--- config.mk ---
export PLATFORM = sky130hd
export DESIGN_NAME = countdown_timer_flat
export DESIGN_NICKNAME = d
export VERILOG_FILES = /design/src/rtl/timer_pkg.sv /design/src/rtl/countdown_timer_if.sv /design/src/rtl/bcd_down_digit.sv /design/src/rtl/countdown_timer.sv /design/src/flat_wrapper.sv
export SDC_FILE = /design/constraint.sdc
export NUM_CORES = 1
export LEC_CHECK = 0
export ABC_AREA = 1
export CORE_MARGIN = 5
export CORE_UTILIZATION = 48
export DETAILED_ROUTE_END_ITERATION = 10
export PLACE_DENSITY = 0.77
export SLEW_MARGIN = 20
export SYNTH_ARGS = -nofsm -noshare
export SYNTH_HDL_FRONTEND = slang
export SYNTH_SLANG_ARGS = --single-unit
--- constraint.sdc ---
create_clock -name clk -period 3.15 [get_ports clk]
set_input_delay 0.945 -clock clk [delete_from_list [all_inputs] [get_ports clk]]
set_output_delay 0.945 -clock clk [all_outputs]
set_load 0.01 [all_outputs]
--- src/rtl/timer_pkg.sv ---
// Shared types and helpers for the MM:SS.cc BCD countdown timer.
package timer_pkg;

    typedef enum logic [1:0] {
        IDLE  = 2'd0,
        RUN   = 2'd1,
        PAUSE = 2'd2,
        DONE  = 2'd3
    } state_e;

    typedef logic [3:0] bcd_digit_t;

    typedef struct packed {
        bcd_digit_t min_t;
        bcd_digit_t min_u;
        bcd_digit_t sec_t;
        bcd_digit_t sec_u;
        bcd_digit_t cs_t;
        bcd_digit_t cs_u;
    } display_t;

    localparam bcd_digit_t DIG_LIM_TENS  = 4'd5;
    localparam bcd_digit_t DIG_LIM_UNITS = 4'd9;

    function automatic bcd_digit_t clamp_digit(input bcd_digit_t d, input bcd_digit_t lim);
        return (d > lim) ? lim : d;
    endfunction

    // Saturate each preset digit to the largest value its position can show.
    function automatic display_t clamp_preset(input display_t p);
        display_t r;
        r.min_t = clamp_digit(p.min_t, DIG_LIM_TENS);
        r.min_u = clamp_digit(p.min_u, DIG_LIM_UNITS);
        r.sec_t = clamp_digit(p.sec_t, DIG_LIM_TENS);
        r.sec_u = clamp_digit(p.sec_u, DIG_LIM_UNITS);
        r.cs_t  = clamp_digit(p.cs_t,  DIG_LIM_UNITS);
        r.cs_u  = clamp_digit(p.cs_u,  DIG_LIM_UNITS);
        return r;
    endfunction

endpackage

--- src/rtl/countdown_timer_if.sv ---
// Command and display bundle between the timer and its controller.
interface countdown_timer_if;
    import timer_pkg::*;

    logic     tick;
    logic     load;
    display_t preset;
    logic     start;
    logic     pause;
    logic     clear;
    display_t digits;
    logic     running;
    logic     done;
    logic     alarm;

    modport master (
        output tick, load, preset, start, pause, clear,
        input  digits, running, done, alarm
    );

    modport slave (
        input  tick, load, preset, start, pause, clear,
        output digits, running, done, alarm
    );
endinterface

--- src/rtl/bcd_down_digit.sv ---
// One BCD down-counting digit; wraps to LIMIT and borrows when decremented at zero.
module bcd_down_digit
    import timer_pkg::*;
#(
    parameter bcd_digit_t LIMIT = DIG_LIM_UNITS
) (
    input  logic       clk,
    input  logic       rst,
    input  logic       load,
    input  bcd_digit_t load_val,
    input  logic       en,
    input  logic       clear,
    output bcd_digit_t value,
    output logic       borrow
);

    bcd_digit_t value_q, value_d;

    always_comb begin
        value_d = value_q;
        if (clear) begin
            value_d = '0;
        end else if (load) begin
            value_d = load_val;
        end else if (en) begin
            value_d = (value_q == '0) ? LIMIT : value_q - 4'd1;
        end
    end

    always_ff @(posedge clk) begin
        if (rst) begin
            value_q <= '0;
        end else begin
            value_q <= value_d;
        end
    end

    assign value  = value_q;
    assign borrow = en & (value_q == '0);

endmodule

--- src/rtl/countdown_timer.sv ---
// Six-digit BCD countdown timer with done pulse and tick-stretched alarm.
module countdown_timer
    import timer_pkg::*;
#(
    parameter int unsigned ALARM_LEN = 3
) (
    input  logic             clk,
    input  logic             rst,
    countdown_timer_if.slave bus
);

    localparam int unsigned NUM_DIG = 6;
    localparam int unsigned CNT_W   = $clog2(ALARM_LEN + 1);

    state_e                     state_q, state_d;
    logic [CNT_W-1:0]           cnt_q, cnt_d;
    logic                       running_q, done_q, alarm_q;
    logic                       done_d;
    logic                       dec_c, dig_load_c;
    logic                       clear_c, load_c, pause_c, start_c;
    logic                       is_zero_c, is_one_c;
    logic [NUM_DIG-1:0][3:0]    dig_c;
    logic [NUM_DIG-1:0][3:0]    preset_cl_c;
    logic [NUM_DIG-1:0]         borrow_c;
    logic [NUM_DIG:0]           en_c;

    // Strict command priority: clear > load > pause > start.
    assign clear_c = bus.clear;
    assign load_c  = bus.load  & ~bus.clear;
    assign pause_c = bus.pause & ~bus.clear & ~bus.load;
    assign start_c = bus.start & ~bus.clear & ~bus.load & ~bus.pause;

    assign preset_cl_c = clamp_preset(bus.preset);
    assign is_zero_c   = (dig_c == 24'h000000);
    assign is_one_c    = (dig_c == 24'h000001);

    // Borrow chain from hundredths upward; every digit settles on the same edge.
    assign en_c[0] = dec_c;
    for (genvar i = 0; i < NUM_DIG; i++) begin : g_dig
        bcd_down_digit #(
            .LIMIT((i == 3 || i == 5) ? DIG_LIM_TENS : DIG_LIM_UNITS)
        ) u_dig (
            .clk      (clk),
            .rst      (rst),
            .load     (dig_load_c),
            .load_val (preset_cl_c[i]),
            .en       (en_c[i]),
            .clear    (clear_c),
            .value    (dig_c[i]),
            .borrow   (borrow_c[i])
        );
        assign en_c[i+1] = borrow_c[i];
    end

    always_comb begin
        state_d    = state_q;
        cnt_d      = cnt_q;
        dec_c      = 1'b0;
        dig_load_c = 1'b0;
        done_d     = 1'b0;
        unique case (state_q)
            IDLE: begin
                if (load_c) begin
                    dig_load_c = 1'b1;
                end else if (start_c && !is_zero_c) begin
                    state_d = RUN;
                end
            end
            RUN: begin
                if (clear_c) begin
                    state_d = IDLE;
                end else if (pause_c) begin
                    state_d = PAUSE;
                end else if (is_zero_c) begin
                    state_d = IDLE;
                end else if (bus.tick) begin
                    dec_c = 1'b1;
                    if (is_one_c) begin
                        state_d = DONE;
                        done_d  = 1'b1;
                        cnt_d   = '0;
                    end
                end
            end
            PAUSE: begin
                if (clear_c) begin
                    state_d = IDLE;
                end else if (load_c) begin
                    dig_load_c = 1'b1;
                end else if (start_c) begin
                    // Resuming from zero would underflow on the next tick.
                    state_d = is_zero_c ? IDLE : RUN;
                end
            end
            DONE: begin
                if (clear_c || start_c) begin
                    state_d = IDLE;
                end else if (load_c) begin
                    state_d    = IDLE;
                    dig_load_c = 1'b1;
                end else if (bus.tick) begin
                    if (cnt_q == CNT_W'(ALARM_LEN - 1)) begin
                        state_d = IDLE;
                    end else begin
                        cnt_d = cnt_q + CNT_W'(1);
                    end
                end
            end
            default: state_d = IDLE;
        endcase
    end

    always_ff @(posedge clk) begin
        if (rst) begin
            state_q   <= IDLE;
            cnt_q     <= '0;
            running_q <= 1'b0;
            done_q    <= 1'b0;
            alarm_q   <= 1'b0;
        end else begin
            state_q   <= state_d;
            cnt_q     <= cnt_d;
            running_q <= (state_d == RUN);
            done_q    <= done_d;
            alarm_q   <= (state_d == DONE);
        end
    end

    assign bus.digits  = display_t'(dig_c);
    assign bus.running = running_q;
    assign bus.done    = done_q;
    assign bus.alarm   = alarm_q;

endmodule
--- src/flat_wrapper.sv ---
// flat-port wrapper written by rule: the top's interface ports become plain ports
module countdown_timer_flat import timer_pkg::*;
#(
    parameter int unsigned ALARM_LEN = 3
)
  (clk, rst, bus_tick, bus_load, bus_preset, bus_start, bus_pause, bus_clear, bus_digits, bus_running, bus_done, bus_alarm);
  countdown_timer_if bus_i ();
  input  logic clk;
  input  logic rst;
  input wire logic [$bits(bus_i.tick)-1:0] bus_tick;
  input wire logic [$bits(bus_i.load)-1:0] bus_load;
  input wire logic [$bits(bus_i.preset)-1:0] bus_preset;
  input wire logic [$bits(bus_i.start)-1:0] bus_start;
  input wire logic [$bits(bus_i.pause)-1:0] bus_pause;
  input wire logic [$bits(bus_i.clear)-1:0] bus_clear;
  output wire logic [$bits(bus_i.digits)-1:0] bus_digits;
  output wire logic [$bits(bus_i.running)-1:0] bus_running;
  output wire logic [$bits(bus_i.done)-1:0] bus_done;
  output wire logic [$bits(bus_i.alarm)-1:0] bus_alarm;
  assign bus_i.tick = bus_tick;
  assign bus_i.load = bus_load;
  assign bus_i.preset = bus_preset;
  assign bus_i.start = bus_start;
  assign bus_i.pause = bus_pause;
  assign bus_i.clear = bus_clear;
  assign bus_digits = bus_i.digits;
  assign bus_running = bus_i.running;
  assign bus_done = bus_i.done;
  assign bus_alarm = bus_i.alarm;
  countdown_timer #(.ALARM_LEN(ALARM_LEN)) u_core (.clk(clk), .rst(rst), .bus(bus_i));
endmodule
==> impl_metrics.tcl, run 1 <==
set metrics [dict create \
    crit_path_max_incr_delay_ps 570 \
    synth.area.top_cells "dfxtp_1 29%, nand2_1 9.1%, nor2_1 8.7%, o21ai_0 6.2%, inv_1 5.7%" \
    place.gp.congestion 0.9238 \
    vias 2143 \
    max_clock_freq_mhz 397.9 \
    post-cts-setup-buffer-count 0 \
    maxUsedRoutingLayer "met4" \
    port_buffers 57 \
    core-area_um2 4294 \
    worst-path-max-fanout 19 \
    placed_area_um2 2704 \
    die_width_um 76.28 \
    syn_inst 305 \
    grt_max_degree 22 \
    wl_per_cell_um 12.62 \
    nFillCells 378 \
    syn-num-nets 337 \
    fin_tns_setup_ps 0 \
    synth_area_um2 2108 \
    cts_root_buf "clkbuf_8" \
    drive_above_1_share_pct 13.11 \
    overflow 0 \
    route.met2.wl_um 2568 \
    drtPass1Iterations 4 \
    num_rows 24 \
    antenna_found_initial 0 \
    yosys.area.top_type "dfxtp_1" \
    cpMaxStageDelayCell "clkdlybuf4s50_1" \
    area_delta_synth_final_pct 33.00 \
    nets 397 \
    powerDensity_nw_per_um2 358.0 \
    clk_latency_ps 280 \
    cts_tree "done" \
    clkSinkCount 31 \
    required_ps 3320 \
    grt_setup_unrepaired "false" \
    timing.final.crit_period_ps 2513 \
    yosys.area.top_type_share_pct 29.44 \
    drc 0 \
    crit_type "input port to flip-flop" \
    setup_viol 0 \
    chipHeight_um 76.28 \
    drv_cap 0 \
    final_cell_area_um2 2804 \
    tightest_slew_ps 421.7 \
    cts_buffers 5 \
    crit_chain "clkdlybuf4s50_1 > clkinv_1 > nand3_4 > inv_2 > or2_2 > o21ai_0 > a31oi_1" \
    grtUsageTotal_pct 18.53 \
    totalWireLength_um 5277 \
    ctsResizeCount 0 \
    met3WireLength_um 207 \
    yosysWarnings 0 \
    grt_pass1_vias 2160 \
    slew_headroom_pct 71.67 \
    ant_nets 0 \
    start_util_pct 49.10 \
    htreeDepth 2 \
    seq_area_frac_synth_pct 29.44 \
    io_pins 58 \
    hold_buffers 0 \
    final_util_pct 65.30 \
    max-vdd-ir-drop_uv 252.3 \
    synth.distinct_cells 43 \
    hold_viol 0 \
    cts.clk_slew.worst_paths_ps 70 \
    synth_seq_cells 31 \
    end_kind "flip-flop" \
    drt-met1-wl_um 2420 \
    n_antenna_cell 0 \
    syn_area_per_cell_um2 6.912 \
    period_share_pct 79.79 \
    final_cell_mix "57 x clkdlybuf4s50_1, 51 x nand2_1, 49 x nor2_1, 32 x inv_1, 31 x dfxtp_1" \
    grt_pass1_wl_um 9252 \
    cp-start-kind "input port" \
    via_per_inst 5.127 \
    drt_iter0_drc 89 \
    cts_buffer_depth 2 \
    p_leak_nw 1.158 \
    slew_viol_final 0 \
    arrival_ps 2690 \
    min_path_type "flip-flop to flip-flop" \
    die_area_um2 5818 \
    async_flop_share_pct 0 \
    hpwlAfterDp_um 4020 \
    outcome "finished, final reports clean" \
    mostFrequentLayoutCell "clkdlybuf4s50_1" \
    worst_clock_skew_ps 7.213 \
    synthFlopType "dfxtp_1" \
    synth_enable_flop_cells 0 \
]
[logic make-up after synthesis]
| family | after synthesis | synth area share (%) |
|---|---|---|
| simple gates | 153 | 38.46 |
| compound gates | 72 | 20.24 |
| buf+inv | 43 | 9.199 |
| flops | 31 | 29.44 |
| xor+xnor | 5 | 2.078 |
| fa+ha+maj | 1 | 0.5934 |
[layer usage]
metal | up-vias | global-route usage [%]
met5 | - | 0
met4 | 0 | 7.517
met3 | 7 | 4.492
met2 | 51 | 31.76
met1 | 957 | 21.98
li1 | 1128 | -
[per-stage QoR]
stage	instances	hold WS, ps	setup slack, ps	total power, mW
5_1_grt	418	509.7	512.3	1.057
6_report	418	472.3	636.6	1.004
2_1_floorplan	305	436.7	1148	0.5824
4_1_cts	418	474.9	641.6	1.011
3_3_place_gp	410	459.4	416.4	0.6650
3_5_place_dp	410	466.2	342.2	0.6674
[cell usage after synthesis (2+ instances only)]
cell,count
dfxtp_1,31
inv_2,4
a21oi_1,20
a211oi_1,2
a31oi_1,4
o21ai_1,5
nor2_4,7
o22ai_1,4
nand4_1,2
nand2_4,3
xor2_1,3
inv_1,32
nand3_4,2
nor3_1,7
buf_6,2
nor2_2,6
o21ai_0,26
buf_2,2
nand2_2,6
o211ai_1,2
nor2_1,49
xnor2_1,2
nand3_1,13
nand2_1,51
nor2_8,2
[critical path: cells and delay by family]
kind	cells	cell delay [ps]
buffers and inverters	3	960
AND/OR/NAND/NOR	2	550
AO/OA/AOI/OAI	2	210
[flip-flops by register name (all words and copies together) (netlist names)]
| register | count |
|---|---|
| u_core.bus.done | 1 |
| u_core.state_q | 2 |
| u_core.cnt_q | 2 |
| u_core.bus.running | 1 |
| u_core.g_dig.u_dig.value | 24 |
| u_core.bus.alarm | 1 |
[worst paths after layout]
kind	slack, ps	endpoint	start	cells past startpoint
max	640	u_core.g_dig[2].u_dig.value[0]	bus_clear	7
min	470	u_core.cnt_q[1]	u_core.cnt_q[1]	2
max reg2reg	1350	u_core.g_dig[4].u_dig.value[3]	u_core.state_q[1]	8
min reg2reg	470	u_core.cnt_q[1]	u_core.cnt_q[1]	2
[power breakdown]
part           internal, mW  leakage [nW]  switching [mW]
registers             0.403         0.251          0.0142
clock network         0.199        0.0515           0.145
logic                 0.110         0.855           0.133
[layout make-up]
class                      count  area, um2  share of cell area (%)
multi-input combinational    231       1294                   46.14
clock buffer                   8      100.1                   3.570
tap                           52      65.06                   2.320
inverter                      37      138.9                   4.953
timing repair buffer          59      585.6                   20.88
sequential                    31      620.6                   22.13
Power figures use the tool's default switching activity.
==> inputs of run 2 (changes only) <==
- CORE_UTILIZATION: 48 -> 44
- PLACE_DENSITY: 0.77 -> 0.74
- clock period: 3.15 -> 2.2 ns (I/O delays scaled with it)
==> impl_metrics.tcl, run 2 (synthesis results as in run 1) <==
set metrics [dict create \
    outcome "finished, final reports clean" \
    seqPwrFrac_pct 42.9 \
    clk_latency_ps 280 \
    period_share_pct 92.72 \
    drtPass1Iterations 4 \
    area_delta_synth_final_pct 38.28 \
    largest_reg_flops 24 \
    arrival_ps 2220 \
    intPower_uw 975.3 \
    worst_clock_skew_ps 3.147 \
    n_antenna_cell 0 \
    final_cell_mix "57 x clkdlybuf4s50_1, 51 x nand2_1, 49 x nor2_1, 32 x inv_1, 31 x dfxtp_1" \
    max_clock_freq_mhz 490.3 \
    slew_viol_final 0 \
    cts_buffers 5 \
    post-cts-setup-buffer-count 0 \
    chipHeight_um 79.22 \
    drt_iter0_drc 81 \
    antenna_found_initial 0 \
    cts_tree "done" \
    grt_setup_unrepaired "false" \
    nFillCells 415 \
    wl_per_cell_um 11.52 \
    stdcell_count 437 \
    setup_viol 0 \
    cp-start-kind "input port" \
    final_cell_area_um2 2915 \
    dp.cells 429 \
    switchingPower_uw 415.7 \
    combPwrFrac_pct 26.4 \
    cts_root_buf "clkbuf_8" \
    overflow 0 \
    fin_ws_ps 160.2 \
    drv_cap 0 \
    p_leak_nw 1.232 \
    required_ps 2380 \
    slew_headroom_pct 79.66 \
    power.total_mw 1.391 \
    drc 0 \
    totalWireLength_um 5036 \
    powerDensity_nw_per_um2 477.1 \
    hold_viol 0 \
    tightest_slew_ps 302.8 \
    core-area_um2 4692 \
    crit_type "input port to flip-flop" \
    r2r_cells 10 \
    start_util_pct 44.93 \
    clkSinkCount 31 \
    grt_pass1_vias 2096 \
    ctsResizeCount 0 \
    grtUsageTotal_pct 17.54 \
    place.gp.congestion 0.8435 \
    final_util_pct 62.13 \
    port_buffers 57 \
    grt_pass1_wl_um 8928 \
    placed_area_um2 2834 \
    place_ws_ps -142.1 \
    fin_tns_setup_ps 0 \
    num_rows 25 \
    hold_buffers 0 \
    cts_buffer_depth 2 \
    end_kind "flip-flop" \
    swShare_pct 29.88 \
    cts.clk_slew.worst_paths_ps 60 \
    max-vdd-ir-drop_uv 279.5 \
    vias 2198 \
    hold_ws_ps 483.5 \
    grt_max_degree 12 \
    drive_above_1_share_pct 16.71 \
    worst-path-max-fanout 10 \
    pwr-share-clk_pct 30.6 \
    die_area_um2 6276 \
    mostFrequentLayoutCell "clkdlybuf4s50_1" \
    ant_nets 0 \
    via_per_inst 5.030 \
    htreeDepth 2 \
    whs_path_depth 2 \
    nets 414 \
    die_width_um 79.22 \
    min_path_type "flip-flop to flip-flop" \
    hpwlAfterDp_um 4046 \
    io_pins 58 \
    timing.final.crit_period_ps 2040 \
]
-- run 2: changes by cell type in the layout (fill, tap and decap cells not counted), sizes merged --
cell / previous run / this run
clkinv: 1 / 2
buf: 2 / 19
clkbuf: 8 / 7
-- run 2: final timing paths --
path | start | endpoint | slack, ps
max | bus_clear | u_core.g_dig[4].u_dig.value[3] | 160
min | u_core.cnt_q[1] | u_core.cnt_q[1] | 480
max reg2reg | u_core.g_dig[4].u_dig.value[0] | u_core.g_dig[3].u_dig.value[1] | 580
min reg2reg | u_core.cnt_q[1] | u_core.cnt_q[1] | 480
-- run 2: area by class of cell --
class | instances | area, um2 | area share, %
multi-input cells | 231 | 1294 | 44.38
repair buffers | 76 | 713.2 | 24.46
flip-flops and latches | 31 | 620.6 | 21.29
inverters | 37 | 138.9 | 4.764
clock buffers | 7 | 76.32 | 2.618
well taps | 54 | 67.56 | 2.318
clock inverters | 1 | 5.005 | 0.1717
-- run 2: metal layers --
layer,up-vias,GRT usage [%],wire [um]
met5,-,0,0
met4,0,7.216,112
met3,13,3.968,228
met2,55,30.22,2440
met1,964,20.90,2254
li1,1166,-,-
-- run 2: power by group through the flow --
| stage | clock [mW] | combinational [mW] | sequential (mW) |
|---|---|---|---|
| finish | 0.426 | 0.368 | 0.597 |
| global route | 0.468 | 0.409 | 0.600 |
| CTS | 0.445 | 0.371 | 0.597 |
| detailed placement | 0 | 0.368 | 0.609 |
| global placement | 0 | 0.366 | 0.609 |
| floorplan | 0 | 0.221 | 0.613 |
-- run 2: critical path, cell delays in order --
cell and delay [ps]:
clkdlybuf4s50_1 460, clkinv_1 130, nand2_2 60, nor2_2 210, nand4_4 150, o21bai_4 250, inv_1 120, nor2_1 120
nor2_1 50
